File: config.mk
export PLATFORM = sky130hd
export DESIGN_NAME = ram2_ctrl
export DESIGN_NICKNAME = d
export VERILOG_FILES = /design/src/rtl/ram2_ctrl.sv
export SDC_FILE = /design/constraint.sdc
export NUM_CORES = 1
export LEC_CHECK = 0
export ABC_AREA = 1
export CORE_MARGIN = 5
export CORE_UTILIZATION = 36
export CTS_CLUSTER_DIAMETER = 120
export DETAILED_ROUTE_END_ITERATION = 8
export PLACE_DENSITY = 0.76
export RECOVER_POWER = 100
export SLEW_MARGIN = 20
export SYNTH_ARGS = -nofsm -noshare
export SYNTH_HDL_FRONTEND = slang
export SYNTH_SLANG_ARGS = --single-unit
export TNS_END_PERCENT = 30
File: constraint.sdc
create_clock -name r2i_clk -period 1.5 [get_ports r2i_clk]
set_input_delay 0.225 -clock r2i_clk [delete_from_list [all_inputs] [get_ports r2i_clk]]
set_output_delay 0.225 -clock r2i_clk [all_outputs]
set_load 0.02 [all_outputs]
File: src/rtl/ram2_ctrl.sv
// Instruction-memory responder: serves fetches from RAM2 and runs 3-cycle
// store sequences on the external SRAM pins (tristate lives at the top level).
module ram2_ctrl #(
  parameter logic [15:0] NOP_WORD = 16'h0800,
  parameter int          SRAM_AW  = 18
) (
  input  logic               r2i_clk,
  input  logic               r2i_rst,
  input  logic               r2i_fetch_req,
  input  logic [15:0]        r2i_fetch_addr,
  input  logic               r2i_fetch_flush,
  input  logic               r2i_wr_req,
  input  logic [15:0]        r2i_wr_addr,
  input  logic [15:0]        r2i_wr_data,
  input  logic [15:0]        r2i_sram_din,
  output logic [15:0]        r2o_fetch_instr,
  output logic               r2o_fetch_valid,
  output logic               r2o_wr_ack,
  output logic               r2o_busy,
  output logic [SRAM_AW-1:0] r2o_sram_addr,
  output logic [15:0]        r2o_sram_dout,
  output logic               r2o_sram_dout_en,
  output logic               r2o_sram_oe_n,
  output logic               r2o_sram_we_n,
  output logic               r2o_sram_en_n
);

  typedef enum logic [2:0] {
    S_IDLE,
    S_RD,
    S_WR_SETUP,
    S_WR_PULSE,
    S_WR_HOLD
  } state_t;

  state_t      state_q, state_d;
  logic [15:0] addr_q, addr_d;
  logic [15:0] dout_q, dout_d;
  logic [15:0] instr_q, instr_d;
  logic        valid_q, valid_d;
  logic        en_n_q, en_n_d;

  always_ff @(posedge r2i_clk or posedge r2i_rst) begin
    if (r2i_rst) begin
      state_q <= S_IDLE;
      addr_q  <= '0;
      dout_q  <= '0;
      instr_q <= NOP_WORD;
      valid_q <= 1'b0;
      en_n_q  <= 1'b1;
    end else begin
      state_q <= state_d;
      addr_q  <= addr_d;
      dout_q  <= dout_d;
      instr_q <= instr_d;
      valid_q <= valid_d;
      en_n_q  <= en_n_d;
    end
  end

  always_comb begin
    state_d = state_q;
    addr_d  = addr_q;
    dout_d  = dout_q;
    instr_d = instr_q;
    valid_d = 1'b0;
    en_n_d  = 1'b0;
    case (state_q)
      S_IDLE: begin
        // Stores take priority; a pending fetch is picked up on a later IDLE.
        if (r2i_wr_req) begin
          addr_d  = r2i_wr_addr;
          dout_d  = r2i_wr_data;
          state_d = S_WR_SETUP;
        end else if (r2i_fetch_req) begin
          addr_d  = r2i_fetch_addr;
          state_d = S_RD;
        end
      end
      S_RD: begin
        // A flushed fetch still updates the word but is never announced.
        instr_d = r2i_sram_din;
        valid_d = ~r2i_fetch_flush;
        state_d = S_IDLE;
      end
      S_WR_SETUP: state_d = S_WR_PULSE;
      S_WR_PULSE: state_d = S_WR_HOLD;
      S_WR_HOLD:  state_d = S_IDLE;
      default:    state_d = S_IDLE;
    endcase
  end

  // Strobes decode straight from state so the async reset releases them at once.
  assign r2o_sram_oe_n    = (state_q != S_RD);
  assign r2o_sram_we_n    = (state_q != S_WR_PULSE);
  assign r2o_sram_dout_en = (state_q == S_WR_SETUP) || (state_q == S_WR_PULSE) ||
                            (state_q == S_WR_HOLD);
  assign r2o_wr_ack       = (state_q == S_WR_HOLD);
  assign r2o_busy         = (state_q != S_IDLE) || r2i_wr_req;

  assign r2o_sram_addr    = {{(SRAM_AW-16){1'b0}}, addr_q};
  assign r2o_sram_dout    = dout_q;
  assign r2o_sram_en_n    = en_n_q;
  assign r2o_fetch_instr  = instr_q;
  assign r2o_fetch_valid  = valid_q;

endmodule

==> impl_summary.log <==
INFO  metric status = finished, final reports clean
INFO  metric unrepaired_setup_endpoints_after_global_routing = yes
INFO  metric vdd_ir_drop_max = 1110 uV
INFO  metric synth.lib_cells_used.distinct = 22
INFO  metric grt_max_degree = 34
INFO  metric cells_traversed_along_the_worst_timing_path = inv_2, nand3_1, o211ai_1, buf_4
INFO  metric crit_path_time_final = 1.46 ns
INFO  metric ys_seq_area_frac = 0.525
INFO  metric antenna_found_initial = 0
INFO  metric num_ports = 126
INFO  metric finClkSkew = 0.00457 ns
INFO  metric crit_fanout = 4
INFO  metric tightestPinTransition = 0.737 ns
INFO  metric grt_pass1_wl = 11400 um
INFO  metric finish.utilization = 0.572
INFO  metric vias_in_the_first_global_route = 2376
INFO  metric gpl.final_weighted_congestion = 0.738
INFO  metric placement.io_buffers = 123
INFO  metric detailed_place_hpwl = 5380 um
INFO  metric core-area = 0.00683 mm2
INFO  metric clock-sinks = 53
INFO  metric n_antenna_cell = 0
INFO  metric grt.met3_usage = 0.0329
INFO  metric power.static_leakage = 2.06 nW
INFO  metric setup_viol_count_final = 0
INFO  metric rows = 30
INFO  metric ctsLongestPathBuffers = 2
INFO  metric groute.usage.overall = 0.163
INFO  metric top_post_synthesis_cells_by_area = sky130_fd_sc_hd__dfrtp_1 50%, sky130_fd_sc_hd__nand2_1 19%, sky130_fd_sc_hd__nand3_1 6.1%, sky130_fd_sc_hd__o21ai_2 5.5%, sky130_fd_sc_hd__buf_6 3.1%
INFO  metric cp-start-kind = flop
INFO  metric crit_type = reg -> out
INFO  metric clkTransAtPathRegs = 0.09 ns
INFO  metric totalNegativeSetupSlack = 0 ns
INFO  metric drt-initial-drc-count = 87
INFO  metric layout.area.seq = 0.00133 mm2
INFO  metric ys_warn_count = 0
INFO  metric fin_nets = 492
INFO  metric dieArea = 0.00881 mm2
INFO  metric chipWidth = 93.9 um
INFO  metric cts_buffer_count = 5
INFO  metric synth.ff_latch_count = 53
INFO  metric top_usage_layer = met2
INFO  metric synth-async-reset-ratio = 1.00
INFO  metric floorplan.initialDensity = 0.371
INFO  metric netlist.top_cell.by_area = sky130_fd_sc_hd__dfrtp_1
INFO  metric layout_worst_path_cycle_share = 0.973
INFO  metric timing.fmax = 685 MHz
INFO  metric instances_no_fill = 520
INFO  metric critPathMaxStageDelay = 0.46 ns
INFO  metric synth_common_cells = 131 x sky130_fd_sc_hd__nand2_1, 51 x sky130_fd_sc_hd__dfrtp_1, 31 x sky130_fd_sc_hd__nand3_1, 20 x sky130_fd_sc_hd__inv_1, 16 x sky130_fd_sc_hd__o21ai_2
INFO  metric vias = 2275
INFO  metric syn-instance-count = 287
INFO  metric cts_tree = done
INFO  metric final-max-slew-violation-count = 0
INFO  metric synth_edf_count = 0
INFO  metric die_h = 93.9 um
INFO  metric timing.slew.headroom = 0.506
INFO  metric drc = 0
INFO  metric wl_per_cell = 13.5 um
INFO  metric synth_flop_cell = sky130_fd_sc_hd__dfrtp_1
INFO  metric drt_wl_total = 7030 um
INFO  metric worst_hold_path_type = in -> reg
INFO  metric drive_above_1_share = 0.160
INFO  metric cp.required = 1.27 ns
INFO  metric ant_nets = 0
INFO  metric clock_latency = 0.30 ns
INFO  metric p_per_area = 1880 mW/mm2
INFO  metric worstPathArrival = 1.23 ns
INFO  metric holdBufCountCts = 0
INFO  metric fillers = 626
INFO  metric multi_input_comb_area = 971 um2
INFO  metric overflow_left_after_global_routing = 0
INFO  metric syn_area = 0.00253 mm2
INFO  metric clock-root-buffer = sky130_fd_sc_hd__clkbuf_8
INFO  metric routed_via_density = 4.38
INFO  metric post-synth-top-count-cell = sky130_fd_sc_hd__nand2_1
INFO  metric grt_util_met1 = 0.196
INFO  metric drt-pass1-iter-count = 4
INFO  metric hold_viol = 0
INFO  metric cp-end-kind = output pin
INFO  metric yosys.area.top_type_share = 0.504
INFO  metric htree_num_levels = 2
INFO  metric slowest_stage = sky130_fd_sc_hd__dfrtp_2
INFO  metric use_met2 = 0.296
INFO  metric area_delta_synth_final = 54.3%
INFO  metric max_cap_violations = 0
INFO  metric post-place-cells = 512
INFO  metric avgSynthCellArea = 8.82 um2
[routing by layer]
metal / vias up / routed length, um / part of all wire
met3: 4 / 310 / 0.044
met4: 0 / 59 / 0.0084
met5: - / 0 / 0
li1: 1152 / - / -
met1: 1058 / 2790 / 0.40
met2: 61 / 3880 / 0.55
[state kept, by name, summed over array words and instances, names as in the netlist]
| signal | flops |
|---|---|
| r2o_fetch_instr | 16 |
| r2o_sram_dout | 16 |
| addr_q | 16 |
| r2o_sram_en_n | 1 |
| state_q | 3 |
| r2o_fetch_valid | 1 |
[final cells by class]
cell class | instances | area share
clock buffers | 6 | 0.0186
clock inverters | 2 | 0.00352
inverters | 24 | 0.0250
multi-input cells | 196 | 0.248
flip-flops and latches | 53 | 0.341
well taps | 96 | 0.0307
repair buffers | 143 | 0.333
[cells in the final DEF (no fill, tap or decap)]
| master | count |
|---|---|
| sky130_fd_sc_hd__buf_12 | 2 |
| sky130_fd_sc_hd__buf_2 | 4 |
| sky130_fd_sc_hd__buf_4 | 15 |
| sky130_fd_sc_hd__buf_6 | 2 |
| sky130_fd_sc_hd__clkbuf_1 | 6 |
| sky130_fd_sc_hd__clkbuf_2 | 1 |
| sky130_fd_sc_hd__clkbuf_8 | 5 |
| sky130_fd_sc_hd__clkdlybuf4s50_1 | 67 |
| sky130_fd_sc_hd__clkinv_2 | 2 |
| sky130_fd_sc_hd__clkinvlp_2 | 1 |
| sky130_fd_sc_hd__conb_1 | 3 |
| sky130_fd_sc_hd__dfrtp_1 | 49 |
| sky130_fd_sc_hd__dfrtp_2 | 2 |
| sky130_fd_sc_hd__dfstp_2 | 2 |
| sky130_fd_sc_hd__dlygate4sd2_1 | 46 |
| sky130_fd_sc_hd__dlygate4sd3_1 | 1 |
| sky130_fd_sc_hd__inv_1 | 19 |
| sky130_fd_sc_hd__inv_2 | 2 |
| sky130_fd_sc_hd__inv_6 | 2 |
| sky130_fd_sc_hd__nand2_1 | 131 |
| sky130_fd_sc_hd__nand2_4 | 1 |
| sky130_fd_sc_hd__nand2_8 | 1 |
| sky130_fd_sc_hd__nand3_1 | 30 |
| sky130_fd_sc_hd__nand3_2 | 5 |
| sky130_fd_sc_hd__nand3_4 | 3 |
| sky130_fd_sc_hd__nand4_1 | 1 |
| sky130_fd_sc_hd__nor2_1 | 2 |
| sky130_fd_sc_hd__nor2_4 | 2 |
| sky130_fd_sc_hd__o211ai_1 | 1 |
| sky130_fd_sc_hd__o21ai_2 | 16 |
[cells by family (layout without fill, tap and decap cells)]
kind of cell,Yosys count,count (layout),share of synthesized area
and+or+nand+nor,176,176,0.319
DFF,53,53,0.525
other,1,3,0.00148
AOI/OAI and AO/OA,17,17,0.0583
buffers and inverters,40,175,0.0968
[stage by stage]
step,area [um2],hold WS [ns],worst slack (ns),total power [W]
global route,3910,0.436,-0.0332,0.00790
CTS,3950,0.258,0.00126,0.00749
detailed placement,3930,0.465,-0.331,0.00714
global placement,3930,0.462,-0.313,0.00700
finish,3910,0.438,0.0401,0.00734
floorplan,2540,0.286,0.130,0.00506
[critical path: cells and delay by family, from the launching register on]
| family | cells | cell delay (ns) |
|---|---|---|
| compound gates | 1 | 0.10 |
| buf+inv | 2 | 0.26 |
| flops | 1 | 0.46 |
| simple gates | 1 | 0.11 |
[worst paths after layout]
kind,cells past startpoint,end,slack [ns],from
max,4,r2o_sram_dout_en,0.04,state_q[0]
min,3,r2o_fetch_instr[11],0.44,r2i_sram_din[11]
max reg2reg,6,r2o_fetch_instr[8],0.13,state_q[1]
min reg2reg,2,addr_q[2],0.48,addr_q[2]
max in group asynchronous,3,addr_q[5],0.19,r2i_rst
min in group asynchronous,2,r2o_sram_dout[2],0.45,r2i_rst
[report_power, final]
group | leakage [nW] | total [W] | internal (W) | switching (W)
combinational | 1.36 | 0.00409 | 0.00162 | 0.00246
clock | 0.0456 | 0.000795 | 0.000334 | 0.000461
sequential | 0.654 | 0.00246 | 0.00211 | 0.000352
[timing repair]
item | in CTS | in global routing
pin swaps | 0 | 2
setup endpoints to repair | 51 | 7
setup buffers | 0 | 0
resized for setup | 69 | 8
No activity file was read; power rests on OpenSTA's default activity.
